### config.mk
export PLATFORM = sky130hd
export DESIGN_NAME = keypad_scanner
export DESIGN_NICKNAME = d
export VERILOG_FILES = /design/src/rtl/microwave_pkg.sv /design/src/rtl/keypad_debounce.sv /design/src/rtl/keypad_scanner.sv
export SDC_FILE = /design/constraint.sdc
export NUM_CORES = 1
export LEC_CHECK = 0
export ABC_CLOCK_PERIOD_IN_PS = 3220
export CAP_MARGIN = 20
export CORE_ASPECT_RATIO = 1.25
export CORE_MARGIN = 8
export CORE_UTILIZATION = 58
export CTS_BUF_LIST = sky130_fd_sc_hd__clkbuf_8
export DETAILED_ROUTE_END_ITERATION = 7
export GPL_TIMING_DRIVEN = 0
export PLACE_DENSITY = 0.83
export SLEW_MARGIN = 5
export SYNTH_ARGS = -nofsm -noshare
export SYNTH_HDL_FRONTEND = slang
export SYNTH_SLANG_ARGS = --single-unit
### constraint.sdc
create_clock -name clk -period 3.22 [get_ports clk]
set_clock_uncertainty 0.05 [all_clocks]
set_input_delay 0.644 -clock clk [delete_from_list [all_inputs] [get_ports clk]]
set_output_delay 0.644 -clock clk [all_outputs]
set_load 0.05 [all_outputs]
### src/rtl/microwave_pkg.sv
// microwave_pkg: keypad code constants, scan states and key-map helpers
package microwave_pkg;
    localparam logic [3:0] KEY_STAR  = 4'd10;
    localparam logic [3:0] KEY_HASH  = 4'd11;
    localparam logic [3:0] KEY_MULTI = 4'd14;
    localparam logic [3:0] KEY_NONE  = 4'd15;

    typedef enum logic [1:0] {ROW0, ROW1, ROW2, ROW3} row_t;

    function automatic logic [3:0] key_map(input logic [1:0] row, input logic [1:0] col);
        logic [3:0] base;
        base = {2'b00, row} * 4'd3 + {2'b00, col} + 4'd1;
        return row != 2'd3 ? base : col == 2'd0 ? KEY_STAR : col == 2'd1 ? 4'd0 : KEY_HASH;
    endfunction

    function automatic logic [9:0] key_onehot(input logic [3:0] code);
        return code < 4'd10 ? 10'd1 << code : 10'd0;
    endfunction
endpackage

### src/rtl/keypad_debounce.sv
// keypad_debounce: commits a scan result once it repeats DEBOUNCE_SCANS times in a row
module keypad_debounce
    import microwave_pkg::*;
#(
    parameter int DEBOUNCE_SCANS = 3
) (
    input  logic       clk,
    input  logic       clear,
    input  logic       scan_done,
    input  logic [3:0] raw,
    output logic [3:0] committed
);
    localparam int CW = $clog2(DEBOUNCE_SCANS + 1);
    localparam logic [CW-1:0] CMAX = CW'(DEBOUNCE_SCANS);

    logic [3:0]    cand;
    logic [CW-1:0] cnt, cnt_nx;

    always_comb begin
        cnt_nx = raw == cand ? (cnt == CMAX ? CMAX : cnt + CW'(1)) : CW'(1);
    end

    always_ff @(posedge clk) begin
        if (clear) begin
            cand      <= KEY_NONE;
            cnt       <= '0;
            committed <= KEY_NONE;
        end else if (scan_done) begin
            cand <= raw;
            cnt  <= cnt_nx;
            // a stable multi-press releases the output rather than holding the old key
            if (cnt_nx == CMAX) committed <= raw == KEY_MULTI ? KEY_NONE : raw;
        end
    end
endmodule

### src/rtl/keypad_scanner.sv
// keypad_scanner: scans a 4x3 matrix keypad, debounces whole scans and drives
// level-held keypad/startn/stopn for the microwave controller
module keypad_scanner
    import microwave_pkg::*;
#(
    parameter int SCAN_DIV       = 2,
    parameter int DEBOUNCE_SCANS = 3
) (
    input  logic       clk,
    input  logic       clear,
    input  logic [2:0] col_n,
    output logic [3:0] row_n,
    output logic [9:0] keypad,
    output logic       startn,
    output logic       stopn,
    output logic       multi_key
);
    localparam int DW = SCAN_DIV > 1 ? $clog2(SCAN_DIV) : 1;

    row_t          state, state_nx;
    logic          run;
    logic [DW-1:0] div;
    logic [1:0]    acc_cnt, hits;
    logic [3:0]    acc_code, code, raw, committed;
    logic          sample, scan_done;

    always_ff @(posedge clk) begin
        state <= clear ? ROW0 : state_nx;
    end

    // press count saturates at 2: anything beyond one key is simply MULTI
    always_comb begin
        sample = run && div == DW'(SCAN_DIV - 1);
        hits   = acc_cnt;
        code   = acc_code;
        for (int c = 0; c < 3; c++) begin
            if (sample && !col_n[c]) begin
                hits = hits == 2'd2 ? 2'd2 : hits + 2'd1;
                code = key_map(state, 2'(c));
            end
        end
        raw       = hits == 2'd0 ? KEY_NONE : hits == 2'd1 ? code : KEY_MULTI;
        scan_done = sample && state == ROW3;
        state_nx  = sample ? row_t'(state + 2'd1) : state;
    end

    assign row_n = run ? ~(4'b0001 << state) : 4'b1111;

    always_ff @(posedge clk) begin
        if (clear) begin
            run       <= 1'b0;
            div       <= '0;
            acc_cnt   <= 2'd0;
            acc_code  <= KEY_NONE;
            multi_key <= 1'b0;
            keypad    <= 10'd0;
            startn    <= 1'b1;
            stopn     <= 1'b1;
        end else begin
            run <= 1'b1;
            div <= sample ? '0 : div + DW'(run);
            if (sample) begin
                acc_cnt  <= scan_done ? 2'd0 : hits;
                acc_code <= scan_done ? KEY_NONE : code;
            end
            if (scan_done) multi_key <= raw == KEY_MULTI;
            keypad <= key_onehot(committed);
            startn <= committed != KEY_HASH;
            stopn  <= committed != KEY_STAR;
        end
    end

    keypad_debounce #(.DEBOUNCE_SCANS(DEBOUNCE_SCANS)) u_debounce (
        .clk       (clk),
        .clear     (clear),
        .scan_done (scan_done),
        .raw       (raw),
        .committed (committed)
    );
endmodule
Yosys cells after proc, flatten, opt, wreduce, memory -nomap -nowiden --
Index checks and enable logic that the tools add are counted.
Operators by class: reduce and logical (&&, ||, !) cells 12, magnitude comparators 1, muxes and demuxes 21, equal/unequal tests 12, $mul 1, shift-type cells 2, $add $sub $neg 10, bitwise logic cells 2
Operators by type and width (count):
- two-way mux 4 bit | 11
- two-way mux 2 bit | 9
- adder 4 x 1 -> 4 bit, second input constant | 3
- equality test 2 bit, second input constant | 6
- adder 2 x 1 -> 2 bit, second input constant | 5
- left shift 1 x 4 -> 10 bit, first input constant | 1
- inequality test 4 bit, second input constant | 2
- logical AND 1 bit | 5
- adder 4 x 2 -> 4 bit, second input constant | 1
- equality test 4 bit | 1
- equality test 4 bit, second input constant | 1
- less-than comparator 4 bit, second input constant | 1
- multiplier 2 x 2 -> 4 bit, second input constant | 1
- NOT 4 bit | 1
- OR reduction 2 bit | 2
- left shift 1 x 2 -> 4 bit, first input constant | 1
- logical NOT 1 bit | 3
- equality test 2 x 1 -> 1 bit, second input constant | 1
- logical NOT 2 bit | 1
- inequality test 2 bit, second input constant | 1
- AND reduction 2 bit | 1
- adder 1 bit | 1
- two-way mux 1 bit | 1
- NOT 1 bit | 1
Storage, ports and cells: register bits after elaboration 33

Logic depth before layout (Yosys ltp) --
Gate-level depths: netlist (run 1).
word-level depth 16, mapped depth 12, depth with buffers taken out 12

By module --
From an unflattened synthesis (run 1), not the netlist that was laid out.
Second synthesis, totals: cell total of the unflattened synthesis 195, area, all modules 1725.4 µm²
By module, submodules not included:
- keypad_scanner | sequential area each 460.4 µm², area an instance 1292.5 µm², times used 1, cells an instance 150
- keypad_debounce | sequential area each 200.2 µm², area an instance 432.9 µm², times used 1, cells an instance 45

Worst setup path before layout (run 1) --
No wires, ideal clock.
path type flip-flop to flip-flop, from register run, to register u_debounce.committed[0], library setup time 0.072 ns, setup slack 0.458 ns, clock period less this slack 2.762 ns, data arrival time 2.640 ns, path buffers 0, stages on the path, launching flop included 12, cells stage by stage dfxtp_1 -> ha_1 -> nor2b_1 -> mux2_4 -> xnor2_1 -> ha_1 -> nor3_1 -> a41o_1 -> or2_1 -> o311a_1 -> o211ai_4 -> mux2i_1
On the way: longest elaborated chain between the ends 16, elaborated cells between the ends (all ways) 27
RTL lines:
- start: declaration | line keypad_scanner.sv:21 | logic run;
- start signal: assignment | line keypad_scanner.sv:51 | run <= 1'b0;
- start signal: assignment | line keypad_scanner.sv:60 | run <= 1'b1;
- logical AND 1 bit * | line keypad_scanner.sv:33 | sample = run && div == DW'(SCAN_DIV - 1);
- logical AND 1 bit | line keypad_scanner.sv:37 | if (sample && !col_n[c]) begin
- two-way mux 2 bit | line keypad_scanner.sv:37
- adder 2 x 1 -> 2 bit / equality test 2 bit (equally long branches) | line keypad_scanner.sv:38 | hits = hits == 2'd2 ? 2'd2 : hits + 2'd1;
- two-way mux 2 bit | line keypad_scanner.sv:38
- two-way mux 2 bit | line keypad_scanner.sv:37
- adder 2 x 1 -> 2 bit / equality test 2 bit (equally long branches) | line keypad_scanner.sv:38
- two-way mux 2 bit | line keypad_scanner.sv:38
- two-way mux 2 bit | line keypad_scanner.sv:37
- equality test 2 x 1 -> 1 bit | line keypad_scanner.sv:42 | raw = hits == 2'd0 ? KEY_NONE : hits == 2'd1 ? code : KEY_MULTI;
- two-way mux 4 bit (2 in series) | line keypad_scanner.sv:42
- equality test 4 bit | line keypad_debounce.sv:20 | cnt_nx = raw == cand ? (cnt == CMAX ? CMAX : cnt + CW'(1)) : CW'(1);
- two-way mux 2 bit | line keypad_debounce.sv:20
- equality test 2 bit | line keypad_debounce.sv:32 | if (cnt_nx == CMAX) committed <= raw == KEY_MULTI ? KEY_NONE : raw;
- AND reduction 2 bit (no line)
- end signal: assignment | line keypad_debounce.sv:32
- end: declaration | line keypad_debounce.sv:11 | output logic [3:0] committed
Every way passes the cells marked *; elsewhere a longest branch is shown, timed or not. A chain may end at the register's enable or synchronous reset.

Worst setup path after layout (run 1) --
from input col_n[0], to register u_debounce.committed[0]
On the way: longest elaborated chain between the ends 16, elaborated cells between the ends (all ways) 24
RTL lines:
- start: declaration | line keypad_scanner.sv:11 | input logic [2:0] col_n,
- logical NOT 1 bit * | line keypad_scanner.sv:37
- logical AND 1 bit * | line keypad_scanner.sv:37
- two-way mux 2 bit | line keypad_scanner.sv:37
- adder 2 x 1 -> 2 bit / equality test 2 bit (equally long branches) | line keypad_scanner.sv:38
- two-way mux 2 bit | line keypad_scanner.sv:38
- two-way mux 2 bit | line keypad_scanner.sv:37
- adder 2 x 1 -> 2 bit / equality test 2 bit (equally long branches) | line keypad_scanner.sv:38
- two-way mux 2 bit | line keypad_scanner.sv:38
- two-way mux 2 bit | line keypad_scanner.sv:37
- equality test 2 x 1 -> 1 bit | line keypad_scanner.sv:42
- two-way mux 4 bit | line keypad_scanner.sv:42
- two-way mux 4 bit * | line keypad_scanner.sv:42
- equality test 4 bit | line keypad_debounce.sv:20
- two-way mux 2 bit | line keypad_debounce.sv:20
- equality test 2 bit | line keypad_debounce.sv:32
- AND reduction 2 bit (no line)
Marks and branches as above.

==> results of run 1 <==
## kinds of logic after synthesis
logic type / Yosys count
buf+inv: 16
compound gates: 48
flops: 33
fa+ha+maj: 11
mux: 8
xor+xnor: 2
simple gates: 99
## layout make-up
cell class / count / area (µm²)
Buffer: 9 / 70.1
Clock buffer: 6 / 82.6
Clock inverter: 2 / 33.8
Fill cell: 252 / 857
Inverter: 7 / 28.8
Multi-Input combinational cell: 168 / 1170
Sequential cell: 33 / 662
Tap cell: 37 / 46.3
Timing Repair Buffer: 22 / 215
## worst min-delay path by stage
stage                         to                    start  depth (start not counted)
after floorplan           startn  u_debounce.committed[3]                          1
after global placement    startn  u_debounce.committed[3]                          1
after detailed placement  startn  u_debounce.committed[3]                          1
after CTS                 startn  u_debounce.committed[3]                          1
after global routing      startn  u_debounce.committed[3]                          1
final                     startn  u_debounce.committed[3]                          1
## layer usage
layer	up-vias	GRT usage (%)	wire length (µm)
met1	764	18.5	1900
met3	8	5.62	227
met2	36	28.5	2150
met4	0	7.34	87
met5	-	0	0
li1	835	-	-
## sequential cells by signal, summed over array words and instances (netlist names)
register	flops
u_debounce.committed	4
state	2
acc_code	4
acc_cnt	2
keypad	10
u_debounce.cand	4
multi_key	1
u_debounce.cnt	2
run	1
div	1
stopn	1
startn	1
## power breakdown
part | switching, mW | internal [mW] | total (mW) | leakage (nW)
clock | 0.146 | 0.249 | 0.394 | 0.0626
sequential | 0.00689 | 0.415 | 0.422 | 0.268
combinational | 0.0796 | 0.0564 | 0.136 | 0.569
total | 0.232 | 0.720 | 0.952 | 0.900
## Yosys cell counts, drive strengths merged, types with 4 or more instances
cell type / instances
dfxtp: 33
nand2b: 7
nor3b: 4
a21oi: 8
ha: 11
nand3: 6
and2: 4
nor3: 7
nand2: 25
o21ai: 11
mux2i: 7
buf: 7
inv: 7
and3: 4
nor2: 25
## metrics by stage
stage	setup slack, ps	instance area [µm²]	setup TNS (ps)	power, mW	utilization [%]
final	122	2310	0	0.952	72.9
after global routing	-16.8	2310	-16.8	0.989	72.9
after CTS	16.1	2250	0	0.949	70.9
after detailed placement	-264	2130	-1560	0.555	67.3
after global placement	-242	2130	-1350	0.554	67.3
after floorplan	458	1880	0	0.523	-
## worst reg2reg max path, delay by kind of cell (launching register included)
family,cells,cell delay [ps]
AOI/OAI and AO/OA,3,750
xor gates and xnor gates,1,150
adders and majority gates,2,500
DFF,1,440
muxes,2,560
and+or+nand+nor,3,580
## what timing repair did
action                     CTS  global route
setup endpoints to repair    0             7
buffers inserted             0             2
resized for setup            0            10
==> impl_metrics.yaml, run 1 <==
status:
  outcome: "completed"
min_path:
  worst_hold_path_type: "flop to flop"
clock_network:
  cts_h_tree_lvls: 2
  ctsLongestPathBuffers: 2
  postCtsHoldBufs: 0
  clock_insertion_delay_worst_skew_ps: 290
  cts-buffers-inserted: 5
  cts_sinks: 33
  ctsRootBufferMaster: "sky130_fd_sc_hd__clkbuf_8"
  cts_tree: "yes"
  cts.clk_slew.worst_paths_ps: 70
global_routing:
  first_global_vias: 1537
  gr-total-overflow: 0
  antenna_violations_before_repair: 0
  grtUsageTotal_pct: 16.9
  grt_start_max_net_pins: 11
  grt_first_pass_wirelength_um: 6970
worst_setup_path:
  setup.worst_path.class: "primary input to flop"
  timing.critical_path.to: "u_debounce.committed[0]"
  timing.reg2reg.worst_path_depth: 11
  required_ps: 3390
  regToRegSetupSlack_ps: 140
  terminus_of_the_critical_flop_to_flop_path: "u_debounce.committed[0]"
  depth_of_the_critical_timing_path_with_buffers_and_inverters_included: 12
  regToRegStartpoint: "run"
  setup.worst_path.end_class: "flop"
  worstSetupStartpointType: "primary input"
  cp_data_arrival_time_ps: 3270
  path_delay_family: "compound AO/OA/AOI/OAI gates"
  critPathMaxStageDelay_ps: 430
  critical_path_peak_fanout: 7
  worst_path_max_delay_cell: "sky130_fd_sc_hd__clkdlybuf4s50_1"
  cp-startpoint: "col_n[0]"
  number_of_buffer_and_inverter_instances_along_the_worst_setup_path: 2
  critical_path.cell_chain: "clkdlybuf4s50_1 -> buf_6 -> and3b_2 -> a22oi_2 -> and2_1 -> ha_1 -> nor2_1 -> a31oi_4 -> nor4b_2 -> o311a_4 -> o211ai_4 -> mux2i_1"
synthesis:
  synthDistinctLibCells: 62
  synthesis.instances: 217
  synth_nets: 233
  synth.yosys.seq_area_share_pct: 35.1
  yosys_warnings: 0
  post_synth.cell_area_avg_um2: 8.68
  postSynth.topFlopCell: "sky130_fd_sc_hd__dfxtp_1"
  synth_adder_area_share_pct: 7.31
  synth-compound-area-share_pct: 20.1
  post_synthesis_instance_area_um2: 1880
  synth_enable_flop_cells: 0
  synthDominantCellAreaShare_pct: 35.1
  ys_seq_elements: 33
  combinational_family_with_the_most_area_after_synthesis: "simple AND/OR/NAND/NOR gates"
  synth-xor-area-share_pct: 0.930
  synth_top_cells_by_area: "sky130_fd_sc_hd__dfxtp_1 35%, sky130_fd_sc_hd__ha_1 7.3%, sky130_fd_sc_hd__nand2_1 5.0%"
  yosysTopAreaCell: "sky130_fd_sc_hd__dfxtp_1"
  post_synth_mux_area_share_pct: 4.52
  simple_logic_cell_fraction_of_the_synthesized_area_pct: 26.8
  fraction_of_registers_with_async_set_or_reset_after_synthesis_pct: 0
finish:
  finish.net_count: 262
  area_growth_pct: 22.6
  final_cell_mix: "32 x sky130_fd_sc_hd__dfxtp_1, 25 x sky130_fd_sc_hd__nor2_1, 25 x sky130_fd_sc_hd__nand2_1"
  antennaDiodeCount: 0
  layoutNonFillerInstCount: 284
  share_of_layout_cells_above_drive_strength_1_pct: 15.8
  layout.cells.most_common: "sky130_fd_sc_hd__dfxtp_1"
die:
  core.rowCount: 23
  die_y_um: 79.7
  coreArea_um2: 3170
  fp.dieArea_um2: 5340
  die_width_um: 67.0
  initial_utilization_pct: 59.5
  io_pins: 22
route:
  drc_errors: 0
  route.detailed.wl_per_inst_um: 15.4
  ant_nets: 0
  detailroute.via_count: 1643
  wl_um: 4360
  detailedRoute.firstPassIterationCount: 4
  detail_route.vias_per_cell: 5.79
  drt_iter0_drc: 83
timing:
  final_hold_viol_count: 0
  final_max_slew_viol_count: 0
  worst_slew_pin_slew_ps: 504
  setup-violations-final: 0
  hold_ws_ps: 395
  timing.final.crit_period_ps: 3100
  timing.max_slew.rel_slack_pct: 66.3
  fmax_ghz: 0.323
  min_period_over_period_pct: 96.2
place:
  placed_cells_incl_taps: 274
  post-dp-hpwl_um: 3110
  gp_congestion: 0.868
  place.port_buffers: 20
power:
  total_leakage_power_nw: 0.900
  worst_vdd_rail_ir_drop_mv: 0.357
  power-per-cell-area_nw_per_um2: 413
flow_run:
  drv_cap: 0
Note: power is estimated with default switching activity, not from simulation.
==> run 2: changes to the inputs <==
--- a/config.mk
+++ b/config.mk
@@ -8,12 +8,13 @@
 export ABC_CLOCK_PERIOD_IN_PS = 3220
 export CAP_MARGIN = 20
 export CORE_ASPECT_RATIO = 1.25
-export CORE_MARGIN = 8
+export CORE_MARGIN = 3
 export CORE_UTILIZATION = 58
 export CTS_BUF_LIST = sky130_fd_sc_hd__clkbuf_8
 export DETAILED_ROUTE_END_ITERATION = 7
 export GPL_TIMING_DRIVEN = 0
 export PLACE_DENSITY = 0.83
+export SKIP_LAST_GASP = 1
 export SLEW_MARGIN = 5
 export SYNTH_ARGS = -nofsm -noshare
 export SYNTH_HDL_FRONTEND = slang
==> run 2 against run 1 <==
Effect of this change:
- utilization rose by 3.3 points
- clock-buffer cell count decreased by 1
- largest power group unchanged
- via count up 4.3%
- largest cell class unchanged
- setup slack better by 12 ps
- register-to-register slack improved by 40 ps
==> impl_metrics.yaml, run 2 (synthesis gave the netlist of run 1 again) <==
status:
  outcome: "completed"
route:
  drt_iter0_drc: 62
  detailedRoute.firstPassIterationCount: 4
  detail_route.vias_per_cell: 6.01
  ant_nets: 0
  route.detailed.wl_per_inst_um: 15.5
  detailroute.via_count: 1713
  drc_errors: 0
  wl_um: 4430
global_routing:
  grt_start_max_net_pins: 11
  first_global_vias: 1554
  grtUsageTotal_pct: 22.2
  gr-total-overflow: 0
  grt_first_pass_wirelength_um: 6940
  antenna_violations_before_repair: 0
timing:
  min_period_over_period_pct: 95.8
  final_max_slew_viol_count: 0
  setup-violations-final: 0
  timing.final.crit_period_ps: 3090
  postLayoutSetupSlackWorst_ps: 134
  fmax_ghz: 0.324
  worst_slew_pin_slew_ps: 503
  final_hold_viol_count: 0
  timing.max_slew.rel_slack_pct: 66.3
clock_network:
  cts.clk_slew.worst_paths_ps: 70
  cts_tree: "yes"
  clock_insertion_delay_worst_skew_ps: 290
  cts_sinks: 33
  cts-buffers-inserted: 5
  ctsLongestPathBuffers: 2
  cts_h_tree_lvls: 2
  ctsRootBufferMaster: "sky130_fd_sc_hd__clkbuf_8"
worst_setup_path:
  critical_path.cell_chain: "clkdlybuf4s50_1 -> buf_4 -> nand2b_1 -> nor2_1 -> xnor2_1 -> ha_1 -> nor3_1 -> a41o_1 -> or2_4 -> o311a_4 -> o211ai_4 -> mux2i_1"
  setup.worst_path.class: "primary input to flop"
  timing.reg2reg.worst_path_depth: 11
  path_delay_family: "buffers and inverters"
  terminus_of_the_critical_flop_to_flop_path: "u_debounce.committed[0]"
  regToRegStartpoint: "run"
  regToRegSetupSlack_ps: 180
  worst_path_max_delay_cell: "sky130_fd_sc_hd__clkdlybuf4s50_1"
  number_of_buffer_and_inverter_instances_along_the_worst_setup_path: 2
  setup.worst_path.end_class: "flop"
  worstSetupStartpointType: "primary input"
  cp_data_arrival_time_ps: 3250
  critical_path_peak_fanout: 10
  required_ps: 3380
  depth_of_the_critical_timing_path_with_buffers_and_inverters_included: 12
  critPathMaxStageDelay_ps: 540
finish:
  final_cell_mix: "32 x sky130_fd_sc_hd__dfxtp_1, 25 x sky130_fd_sc_hd__nor2_1, 25 x sky130_fd_sc_hd__nand2_1"
  antennaDiodeCount: 0
  area_growth_pct: 22.5
  finish.net_count: 264
  layout.cells.most_common: "sky130_fd_sc_hd__dfxtp_1"
  registers.top_by_ff_count: "keypad"
  number_of_flip_flops_under_the_largest_register_name: 10
  share_of_layout_cells_above_drive_strength_1_pct: 17.3
  layoutNonFillerInstCount: 285
min_path:
  hold_depth: 1
  hold_sp: "u_debounce.committed[3]"
  worst_hold_path_type: "flop to flop"
  worst_hold_path.endpoint: "startn"
place:
  gp_congestion: 0.827
  place.port_buffers: 20
  placed_cells_incl_taps: 273
  post-dp-hpwl_um: 3150
  dp_worst_setup_slack_ps: -291
power:
  total_leakage_power_nw: 0.907
  worst_vdd_rail_ir_drop_mv: 0.307
  power-per-cell-area_nw_per_um2: 373
die:
  die_y_um: 69.7
  die_width_um: 57.0
  core.rowCount: 22
  fp.dieArea_um2: 3970
  initial_utilization_pct: 62.2
  coreArea_um2: 3030
  io_pins: 22
flow_run:
  drv_cap: 0
run 2: metrics by stage:
step	setup TNS [ps]	cell area [µm²]	utilization (%)	hold WS, ps	total power, mW
floorplan	0	1880	-	364	0.523
global placement	-1340	2130	70.3	384	0.554
detailed placement	-1580	2130	70.3	378	0.556
CTS	0	2220	73.4	393	0.848
global route	-28.9	2310	76.2	405	0.890
finish	0	2310	76.2	394	0.861
run 2: worst max-delay path by stage:
stage / startpoint / endpoint / slack [ps]
detailed placement: col_n[0] / u_debounce.committed[0] / -290
global placement: col_n[0] / u_debounce.committed[3] / -230
finish: col_n[1] / u_debounce.committed[0] / 130
CTS: col_n[0] / u_debounce.committed[0] / 2
global route: col_n[1] / u_debounce.committed[0] / -30
floorplan: run / u_debounce.committed[0] / 460
run 2: timing repair:
item	in CTS	in global routing
buffers inserted	0	4
gates resized for setup	2	14
cloned	0	0
endpoints found under the setup margin	1	6
pin swaps	1	3
hold buffers	0	0
run 2: per-layer routing:
layer  global-route usage [%]  share of wire, %
met1                     24.8                40
met4                     9.79               3.6
met2                     38.6                51
met5                        0                 0
met3                     5.77               5.9
run 2: final cells by class:
class	instances	area [µm²]
multi-input combinational	168	1180
fill	234	721
sequential	33	662
timing repair buffer	24	233
buffer	9	72.6
clock buffer	5	68.8
tap	36	45.0
inverter	7	28.8
clock inverter	3	13.8
run 2: where the power goes:
part	switching, mW	internal, mW	total, mW
combinational	0.0829	0.0597	0.143
sequential	0.00675	0.415	0.422
clock	0.150	0.146	0.297
